## src/rtl/lstm_bp_delta_if.sv

```systemverilog
// lstm_bp_delta_if
//   Start/valid handshake and data bus of the LSTM backward-pass delta unit.
//   master : requester; drives i_start and the forward-pass operands, reads the results.
//   slave  : delta unit; reads the operands, drives o_busy/o_valid and the deltas.
//   All data words are signed fixed point, WIDTH bits wide.
interface lstm_bp_delta_if #(
   parameter int WIDTH = 24
);
   logic                    i_start;
   logic signed [WIDTH-1:0] i_dh;
   logic signed [WIDTH-1:0] i_dstate_next;
   logic signed [WIDTH-1:0] i_f_next;
   logic signed [WIDTH-1:0] i_a;
   logic signed [WIDTH-1:0] i_i;
   logic signed [WIDTH-1:0] i_f;
   logic signed [WIDTH-1:0] i_o;
   logic signed [WIDTH-1:0] i_tanh_c;
   logic signed [WIDTH-1:0] i_c_prev;
   logic                    o_busy;
   logic                    o_valid;
   logic signed [WIDTH-1:0] o_dstate;
   logic signed [WIDTH-1:0] o_da;
   logic signed [WIDTH-1:0] o_di;
   logic signed [WIDTH-1:0] o_df;
   logic signed [WIDTH-1:0] o_do;

   modport master (
      output i_start, i_dh, i_dstate_next, i_f_next, i_a, i_i, i_f, i_o, i_tanh_c, i_c_prev,
      input  o_busy, o_valid, o_dstate, o_da, o_di, o_df, o_do
   );

   modport slave (
      input  i_start, i_dh, i_dstate_next, i_f_next, i_a, i_i, i_f, i_o, i_tanh_c, i_c_prev,
      output o_busy, o_valid, o_dstate, o_da, o_di, o_df, o_do
   );
endinterface

```

## src/rtl/lstm_bp_delta.sv

```systemverilog
// lstm_bp_delta
//   Backward pass of one LSTM unit at one timestep: dstate(t) and the four
//   pre-activation gate deltas, computed with a single shared saturating
//   fixed-point multiplier stepped through a 16-entry schedule.
// Ports
//   clk  : clock, rising edge
//   rst  : asynchronous active-high reset
//   bus  : lstm_bp_delta_if.slave
//          i_start request (taken only when idle), forward operands in,
//          o_busy / o_valid status, o_dstate and o_da/o_di/o_df/o_do out.
//
// state  | meaning
// IDLE   | waiting for i_start; operands latched on acceptance
// CALC   | one multiply per cycle, step 0..15
// DONE   | all deltas ready; commit to outputs, o_valid pulses next cycle
module lstm_bp_delta #(
   parameter int WIDTH = 24,
   parameter int FRAC  = 20
) (
   input  logic            clk,
   input  logic            rst,
   lstm_bp_delta_if.slave  bus
);
   localparam int PW = 2 * WIDTH;
   localparam int AW = WIDTH + 1;
   localparam logic signed [WIDTH-1:0] ONE  = {{(WIDTH-FRAC-1){1'b0}}, 1'b1, {FRAC{1'b0}}};
   localparam logic signed [WIDTH-1:0] MAXV = {1'b0, {(WIDTH-1){1'b1}}};
   localparam logic signed [WIDTH-1:0] MINV = {1'b1, {(WIDTH-1){1'b0}}};

   typedef enum logic [1:0] {S_IDLE, S_CALC, S_DONE} state_t;

   function automatic logic signed [WIDTH-1:0] sat_mul(input logic signed [WIDTH-1:0] x,
                                                       input logic signed [WIDTH-1:0] y);
      logic signed [PW-1:0] p;
      logic signed [PW-1:0] s;
      p = PW'(x) * PW'(y);
      s = p >>> FRAC;
      // in range only when every bit above the result sign matches it
      if (s[PW-1:WIDTH-1] == '0 || s[PW-1:WIDTH-1] == '1) return s[WIDTH-1:0];
      return s[PW-1] ? MINV : MAXV;
   endfunction

   function automatic logic signed [WIDTH-1:0] sat_add(input logic signed [WIDTH-1:0] x,
                                                       input logic signed [WIDTH-1:0] y);
      logic signed [AW-1:0] s;
      s = AW'(x) + AW'(y);
      if (s[AW-1] != s[AW-2]) return s[AW-1] ? MINV : MAXV;
      return s[WIDTH-1:0];
   endfunction

   function automatic logic signed [WIDTH-1:0] sat_sub(input logic signed [WIDTH-1:0] x,
                                                       input logic signed [WIDTH-1:0] y);
      logic signed [AW-1:0] s;
      s = AW'(x) - AW'(y);
      if (s[AW-1] != s[AW-2]) return s[AW-1] ? MINV : MAXV;
      return s[WIDTH-1:0];
   endfunction

   state_t                  state_q, state_d;
   logic [3:0]              step_q, step_d;
   logic                    busy_q, busy_d;
   logic                    valid_q, valid_d;
   logic signed [WIDTH-1:0] dh_q, dh_d, dsn_q, dsn_d, fn_q, fn_d, ag_q, ag_d, ig_q, ig_d;
   logic signed [WIDTH-1:0] fg_q, fg_d, og_q, og_d, tc_q, tc_d, cp_q, cp_d;
   logic signed [WIDTH-1:0] t_q [1:12];
   logic signed [WIDTH-1:0] t_d [1:12];
   logic signed [WIDTH-1:0] dstate_q, dstate_d, da_q, da_d, di_q, di_d, df_q, df_d, dd_q, dd_d;
   logic signed [WIDTH-1:0] out_dstate_q, out_dstate_d, out_da_q, out_da_d, out_di_q, out_di_d;
   logic signed [WIDTH-1:0] out_df_q, out_df_d, out_do_q, out_do_d;

   logic signed [WIDTH-1:0] om_x, om_y, mul_a, mul_b, mul_y;

   // shared (ONE - x) operand for the derivative terms
   always_comb begin
      om_x = '0;
      case (step_q)
         4'd2:    om_x = t_q[1];
         4'd6:    om_x = t_q[5];
         4'd7:    om_x = ig_q;
         4'd10:   om_x = fg_q;
         4'd13:   om_x = og_q;
         default: om_x = '0;
      endcase
   end

   assign om_y = sat_sub(ONE, om_x);

   always_comb begin
      mul_a = '0;
      mul_b = '0;
      case (step_q)
         4'd0:  begin mul_a = tc_q;     mul_b = tc_q;   end
         4'd1:  begin mul_a = dh_q;     mul_b = og_q;   end
         4'd2:  begin mul_a = t_q[2];   mul_b = om_y;   end
         4'd3:  begin mul_a = dsn_q;    mul_b = fn_q;   end
         4'd4:  begin mul_a = ag_q;     mul_b = ag_q;   end
         4'd5:  begin mul_a = dstate_q; mul_b = ig_q;   end
         4'd6:  begin mul_a = t_q[6];   mul_b = om_y;   end
         4'd7:  begin mul_a = ig_q;     mul_b = om_y;   end
         4'd8:  begin mul_a = dstate_q; mul_b = ag_q;   end
         4'd9:  begin mul_a = t_q[8];   mul_b = t_q[7]; end
         4'd10: begin mul_a = fg_q;     mul_b = om_y;   end
         4'd11: begin mul_a = dstate_q; mul_b = cp_q;   end
         4'd12: begin mul_a = t_q[10];  mul_b = t_q[9]; end
         4'd13: begin mul_a = og_q;     mul_b = om_y;   end
         4'd14: begin mul_a = dh_q;     mul_b = tc_q;   end
         4'd15: begin mul_a = t_q[12];  mul_b = t_q[11]; end
         default: begin mul_a = '0;     mul_b = '0;     end
      endcase
   end

   assign mul_y = sat_mul(mul_a, mul_b);

   always_comb begin
      state_d = state_q;  step_d = step_q;  valid_d = 1'b0;
      dh_d = dh_q;  dsn_d = dsn_q;  fn_d = fn_q;  ag_d = ag_q;  ig_d = ig_q;
      fg_d = fg_q;  og_d = og_q;  tc_d = tc_q;  cp_d = cp_q;
      t_d = t_q;
      dstate_d = dstate_q;  da_d = da_q;  di_d = di_q;  df_d = df_q;  dd_d = dd_q;
      out_dstate_d = out_dstate_q;  out_da_d = out_da_q;  out_di_d = out_di_q;
      out_df_d = out_df_q;  out_do_d = out_do_q;
      case (state_q)
         S_IDLE: begin
            if (bus.i_start) begin
               dh_d = bus.i_dh;  dsn_d = bus.i_dstate_next;  fn_d = bus.i_f_next;
               ag_d = bus.i_a;   ig_d = bus.i_i;   fg_d = bus.i_f;   og_d = bus.i_o;
               tc_d = bus.i_tanh_c;  cp_d = bus.i_c_prev;
               step_d  = 4'd0;
               state_d = S_CALC;
            end
         end
         S_CALC: begin
            step_d = step_q + 4'd1;
            case (step_q)
               4'd0:  t_d[1]  = mul_y;
               4'd1:  t_d[2]  = mul_y;
               4'd2:  t_d[3]  = mul_y;
               4'd3:  t_d[4]  = mul_y;
               4'd4:  begin t_d[5] = mul_y; dstate_d = sat_add(t_q[3], t_q[4]); end
               4'd5:  t_d[6]  = mul_y;
               4'd6:  da_d    = mul_y;
               4'd7:  t_d[7]  = mul_y;
               4'd8:  t_d[8]  = mul_y;
               4'd9:  di_d    = mul_y;
               4'd10: t_d[9]  = mul_y;
               4'd11: t_d[10] = mul_y;
               4'd12: df_d    = mul_y;
               4'd13: t_d[11] = mul_y;
               4'd14: t_d[12] = mul_y;
               4'd15: begin dd_d = mul_y; state_d = S_DONE; end
               default: ;
            endcase
         end
         S_DONE: begin
            // every delta lands in the output registers on the same edge as o_valid
            out_dstate_d = dstate_q;  out_da_d = da_q;  out_di_d = di_q;
            out_df_d = df_q;  out_do_d = dd_q;
            valid_d = 1'b1;
            step_d  = 4'd0;
            state_d = S_IDLE;
         end
         default: state_d = S_IDLE;
      endcase
      busy_d = (state_d != S_IDLE);
   end

   always_ff @(posedge clk or posedge rst) begin
      if (rst) begin
         state_q <= S_IDLE;  step_q <= '0;  busy_q <= 1'b0;  valid_q <= 1'b0;
         dh_q <= '0;  dsn_q <= '0;  fn_q <= '0;  ag_q <= '0;  ig_q <= '0;
         fg_q <= '0;  og_q <= '0;  tc_q <= '0;  cp_q <= '0;
         for (int k = 1; k <= 12; k++) t_q[k] <= '0;
         dstate_q <= '0;  da_q <= '0;  di_q <= '0;  df_q <= '0;  dd_q <= '0;
         out_dstate_q <= '0;  out_da_q <= '0;  out_di_q <= '0;  out_df_q <= '0;  out_do_q <= '0;
      end else begin
         state_q <= state_d;  step_q <= step_d;  busy_q <= busy_d;  valid_q <= valid_d;
         dh_q <= dh_d;  dsn_q <= dsn_d;  fn_q <= fn_d;  ag_q <= ag_d;  ig_q <= ig_d;
         fg_q <= fg_d;  og_q <= og_d;  tc_q <= tc_d;  cp_q <= cp_d;
         t_q <= t_d;
         dstate_q <= dstate_d;  da_q <= da_d;  di_q <= di_d;  df_q <= df_d;  dd_q <= dd_d;
         out_dstate_q <= out_dstate_d;  out_da_q <= out_da_d;  out_di_q <= out_di_d;
         out_df_q <= out_df_d;  out_do_q <= out_do_d;
      end
   end

   assign bus.o_busy   = busy_q;
   assign bus.o_valid  = valid_q;
   assign bus.o_dstate = out_dstate_q;
   assign bus.o_da     = out_da_q;
   assign bus.o_di     = out_di_q;
   assign bus.o_df     = out_df_q;
   assign bus.o_do     = out_do_q;
endmodule

```

## src/flat_wrapper.sv

```systemverilog
// flat-port wrapper written by rule: the top's interface ports become plain ports
module lstm_bp_delta_flat 
#(
   parameter int WIDTH = 24,
   parameter int FRAC  = 20
)
  (clk, rst, bus_i_start, bus_i_dh, bus_i_dstate_next, bus_i_f_next, bus_i_a, bus_i_i, bus_i_f, bus_i_o, bus_i_tanh_c, bus_i_c_prev, bus_o_busy, bus_o_valid, bus_o_dstate, bus_o_da, bus_o_di, bus_o_df, bus_o_do);
  lstm_bp_delta_if #(.WIDTH(WIDTH)) bus_i ();
  input  logic clk;
  input  logic rst;
  input wire logic [$bits(bus_i.i_start)-1:0] bus_i_start;
  input wire logic [$bits(bus_i.i_dh)-1:0] bus_i_dh;
  input wire logic [$bits(bus_i.i_dstate_next)-1:0] bus_i_dstate_next;
  input wire logic [$bits(bus_i.i_f_next)-1:0] bus_i_f_next;
  input wire logic [$bits(bus_i.i_a)-1:0] bus_i_a;
  input wire logic [$bits(bus_i.i_i)-1:0] bus_i_i;
  input wire logic [$bits(bus_i.i_f)-1:0] bus_i_f;
  input wire logic [$bits(bus_i.i_o)-1:0] bus_i_o;
  input wire logic [$bits(bus_i.i_tanh_c)-1:0] bus_i_tanh_c;
  input wire logic [$bits(bus_i.i_c_prev)-1:0] bus_i_c_prev;
  output wire logic [$bits(bus_i.o_busy)-1:0] bus_o_busy;
  output wire logic [$bits(bus_i.o_valid)-1:0] bus_o_valid;
  output wire logic [$bits(bus_i.o_dstate)-1:0] bus_o_dstate;
  output wire logic [$bits(bus_i.o_da)-1:0] bus_o_da;
  output wire logic [$bits(bus_i.o_di)-1:0] bus_o_di;
  output wire logic [$bits(bus_i.o_df)-1:0] bus_o_df;
  output wire logic [$bits(bus_i.o_do)-1:0] bus_o_do;
  assign bus_i.i_start = bus_i_start;
  assign bus_i.i_dh = bus_i_dh;
  assign bus_i.i_dstate_next = bus_i_dstate_next;
  assign bus_i.i_f_next = bus_i_f_next;
  assign bus_i.i_a = bus_i_a;
  assign bus_i.i_i = bus_i_i;
  assign bus_i.i_f = bus_i_f;
  assign bus_i.i_o = bus_i_o;
  assign bus_i.i_tanh_c = bus_i_tanh_c;
  assign bus_i.i_c_prev = bus_i_c_prev;
  assign bus_o_busy = bus_i.o_busy;
  assign bus_o_valid = bus_i.o_valid;
  assign bus_o_dstate = bus_i.o_dstate;
  assign bus_o_da = bus_i.o_da;
  assign bus_o_di = bus_i.o_di;
  assign bus_o_df = bus_i.o_df;
  assign bus_o_do = bus_i.o_do;
  lstm_bp_delta #(.WIDTH(WIDTH), .FRAC(FRAC)) u_core (.clk(clk), .rst(rst), .bus(bus_i));
endmodule
```

## config.mk

```make
export PLATFORM = sky130hd
export DESIGN_NAME = lstm_bp_delta_flat
export DESIGN_NICKNAME = d
export VERILOG_FILES = /design/src/rtl/lstm_bp_delta_if.sv /design/src/rtl/lstm_bp_delta.sv /design/src/flat_wrapper.sv
export SDC_FILE = /design/constraint.sdc
export NUM_CORES = 2
export LEC_CHECK = 0
export CORE_MARGIN = 2
export CORE_UTILIZATION = 25
export DETAILED_ROUTE_END_ITERATION = 10
export SLEW_MARGIN = 20
export SYNTH_ARGS = -nofsm -noshare
export SYNTH_HDL_FRONTEND = slang
export SYNTH_SLANG_ARGS = --single-unit
```

## constraint.sdc

```tcl
create_clock -name clk -period 65.4 [get_ports clk]
set_clock_uncertainty 0.15 [all_clocks]
set_input_delay 13.08 -clock clk [delete_from_list [all_inputs] [get_ports clk]]
set_output_delay 13.08 -clock clk [all_outputs]
set_load 0.005 [all_outputs]
```

==> flow_summary.json <==
{
  "outcome": "finished clean",
  "slew_violations": 0,
  "rows": 172,
  "slowest_delay_ns": 0.87,
  "synthFlopType": "dfrtp_1",
  "min_path_type": "flip-flop to flip-flop",
  "r2r_cells": 41,
  "postCtsSetupBuffers": 0,
  "synth_top_area_cell": "dfrtp_1",
  "dr.pass1.iters": 8,
  "ys_types": 79,
  "path_cells": "clkdlybuf4s50_1, inv_8, buf_4, buf_4, buf_4, buf_12, buf_4",
  "fmax_ghz": 0.0565,
  "cp-start-kind": "primary input",
  "setup_tns_ns": 0,
  "setup_viol": 0,
  "crit_path_end": "u_core.t_q[18]",
  "gp_congestion": 0.954,
  "grt_pass1_vias": 45000,
  "layout-drive-gt1-share_pct": 10.8,
  "critPathMostFrequentCell": "buf_4",
  "worst_pin_slew_ns": 1.24,
  "period_share_pct": 27.1,
  "path_clk_slew_ns": 0.07,
  "dp_hpwl_mm": 157,
  "yosysSeqAreaShare_pct": 34.1,
  "async_flop_share_pct": 100,
  "largest_register_ffs": 288,
  "synthTopCellsByArea": "dfrtp_1 34%, fa_1 22%, a221o_1 7.0%, nand2_1 6.2%, inv_1 4.7%",
  "worstPathRequired_ns": 66.01,
  "place_ws_ns": 46.76,
  "wirelength_mm": 214,
  "crit_slowest_cell": "buf_4",
  "detail_route.wl_per_cell_um": 24.8,
  "synth_edf_count": 0,
  "synth.net_count": 6397,
  "yosys.area.top_type_share_pct": 34.1,
  "post_cts_resized": 0,
  "syn-mean-instance-area_um2": 10.2,
  "drcViolationCount": 0,
  "insertion_delay_ns": 0.72,
  "fin_crit_ns": 17.69,
  "grt_usage_pct": 18.8,
  "cts_root_buffer": "clkbuf_16",
  "vias_per_cell": 5.18,
  "pin_count": 341,
  "synthCells": 5410,
  "cp-end-kind": "async pin",
  "r2r_start": "u_core.step_q[3]",
  "grt_max_degree": 173,
  "ys.warnings.count": 0,
  "hp-start": "u_core.bus.o_di[22]",
  "start_util_pct": 25.1,
  "area_growth_pct": 18.1,
  "slew_headroom_pct": 16.9,
  "port_buffers": 340,
  "rr_endpoint": "u_core.t_q[34]",
  "dieArea_mm2": 0.225,
  "reg2reg_slack_ns": 49.23,
  "synth_area_mm2": 0.0552,
  "drtIter0Drc": 4944,
  "antenna_left": 0,
  "rsz0062_at_grt": "no",
  "die_height_um": 474,
  "die_w_um": 474,
  "antenna_found_initial": 31,
  "cts_hold_buf": 0,
  "finish.utilization_pct": 29.7,
  "top_register": "u_core.t_q",
  "finalHoldViolCount": 0,
  "cts_buffers": 75,
  "tritoncts": "built",
  "grt_first_pass_wirelength_mm": 312,
  "ys_ff_latch": 752,
  "crit_type": "primary input to async pin",
  "cp.arrival_ns": 18.30,
  "setup_slack_ns": 47.71,
  "clockBufferDepth": 3,
  "gr-total-overflow": 0,
  "nets": 6580,
  "htree_num_levels": 3,
  "critPathMaxFanout": 172,
  "core-area_mm2": 0.220,
  "cts.sinks": 752,
  "cp-startpoint": "rst",
  "max-cap-violations": 0,
  "vias": 44600
}
-- worst max-delay path, delay by kind of cell --
family | cells | cell delay [ns]
buffers and inverters | 7 | 4.93
-- cells in the final DEF, fill, tap and decap left out, types with 12 or more instances in the layout --
cell and n:
nand2_1 910, dfrtp_1 750, inv_1 686, fa_1 608
a221o_1 385, clkdlybuf4s50_1 340, nor2_1 229, mux2_2 218
ha_1 160, buf_4 155, o21ai_0 107, a21oi_1 95
a22oi_1 75, clkbuf_16 75, nand3_1 64, and2_1 56
a21o_1 47, nor2b_1 46, xnor2_1 46, nand4_1 45
a221oi_1 38, a22o_1 31, a222oi_1 30, nand2b_1 25
mux2i_1 25, o21a_1 19, and3_1 17, or2_2 16
a211oi_1 15, nor3_1 14, a31oi_1 14, o31ai_1 14
clkinv_2 14, xnor2_2 13, a21boi_0 12, o211ai_1 12
clkbuf_8 12
-- cell families after synthesis --
group	count (synthesis)	share of synthesized area (%)
buffers and inverters	1080	7.58
and+or+nand+nor	1504	11.9
muxes	243	4.90
xor gates and xnor gates	78	1.24
adders and majority gates	770	25.7
DFF	752	34.1
AOI/OAI and AO/OA	983	14.6
-- worst min-delay path by stage --
| stage | endpoint | slack, ns | cells past startpoint |
|---|---|---|---|
| after global placement | u_core.bus.o_df[6] | 0.30 | 2 |
| after floorplan | u_core.bus.o_da[23] | 0.29 | 2 |
| after detailed placement | u_core.bus.o_di[5] | 0.31 | 2 |
| after CTS | u_core.bus.o_di[19] | 0.32 | 2 |
| after global routing | u_core.bus.o_da[8] | 0.34 | 2 |
| final | u_core.bus.o_di[22] | 0.32 | 2 |
-- per-layer routing --
| layer | vias up | global-route usage (%) | wire length (um) |
|---|---|---|---|
| li1 | 18600 | - | - |
| met1 | 23100 | 24.6 | 85400 |
| met2 | 2427 | 28.8 | 94900 |
| met3 | 506 | 4.78 | 21500 |
| met4 | 14 | 8.87 | 11800 |
| met5 | - | 0 | 90 |
-- synthesized netlist by cell type, drive strengths merged, types with 46 or more instances --
cell type / n
nand2: 913
dfrtp: 752
inv: 688
fa: 608
a221o: 385
clkbuf: 315
nor2: 234
mux2: 218
ha: 160
o21ai: 119
a21oi: 99
buf: 77
a22oi: 75
nand3: 64
xnor2: 59
and2: 58
a21o: 47
nor2b: 46
-- per-stage QoR --
step	cell area, um^2	instances	hold slack [ns]
6_report	65200	8621	0.322
5_1_grt	65200	8618	0.340
4_1_cts	65200	8610	0.319
3_5_place_dp	62500	8472	0.308
3_3_place_gp	62500	8472	0.303
2_1_floorplan	55200	5410	0.289
-- final cells by class --
type,count,area [um^2]
fillers,22600,154000
multi-input cells,3578,32800
flip-flops and latches,752,18800
repair buffers,498,4610
well taps,2958,3700
inverters,688,2590
clock buffers,98,2080
clock inverters,40,623
diodes,9,22.5
Power is left out: the tool's default activity adds up to more than one toggle a clock period on the data nets, which glitch-free logic cannot reach.
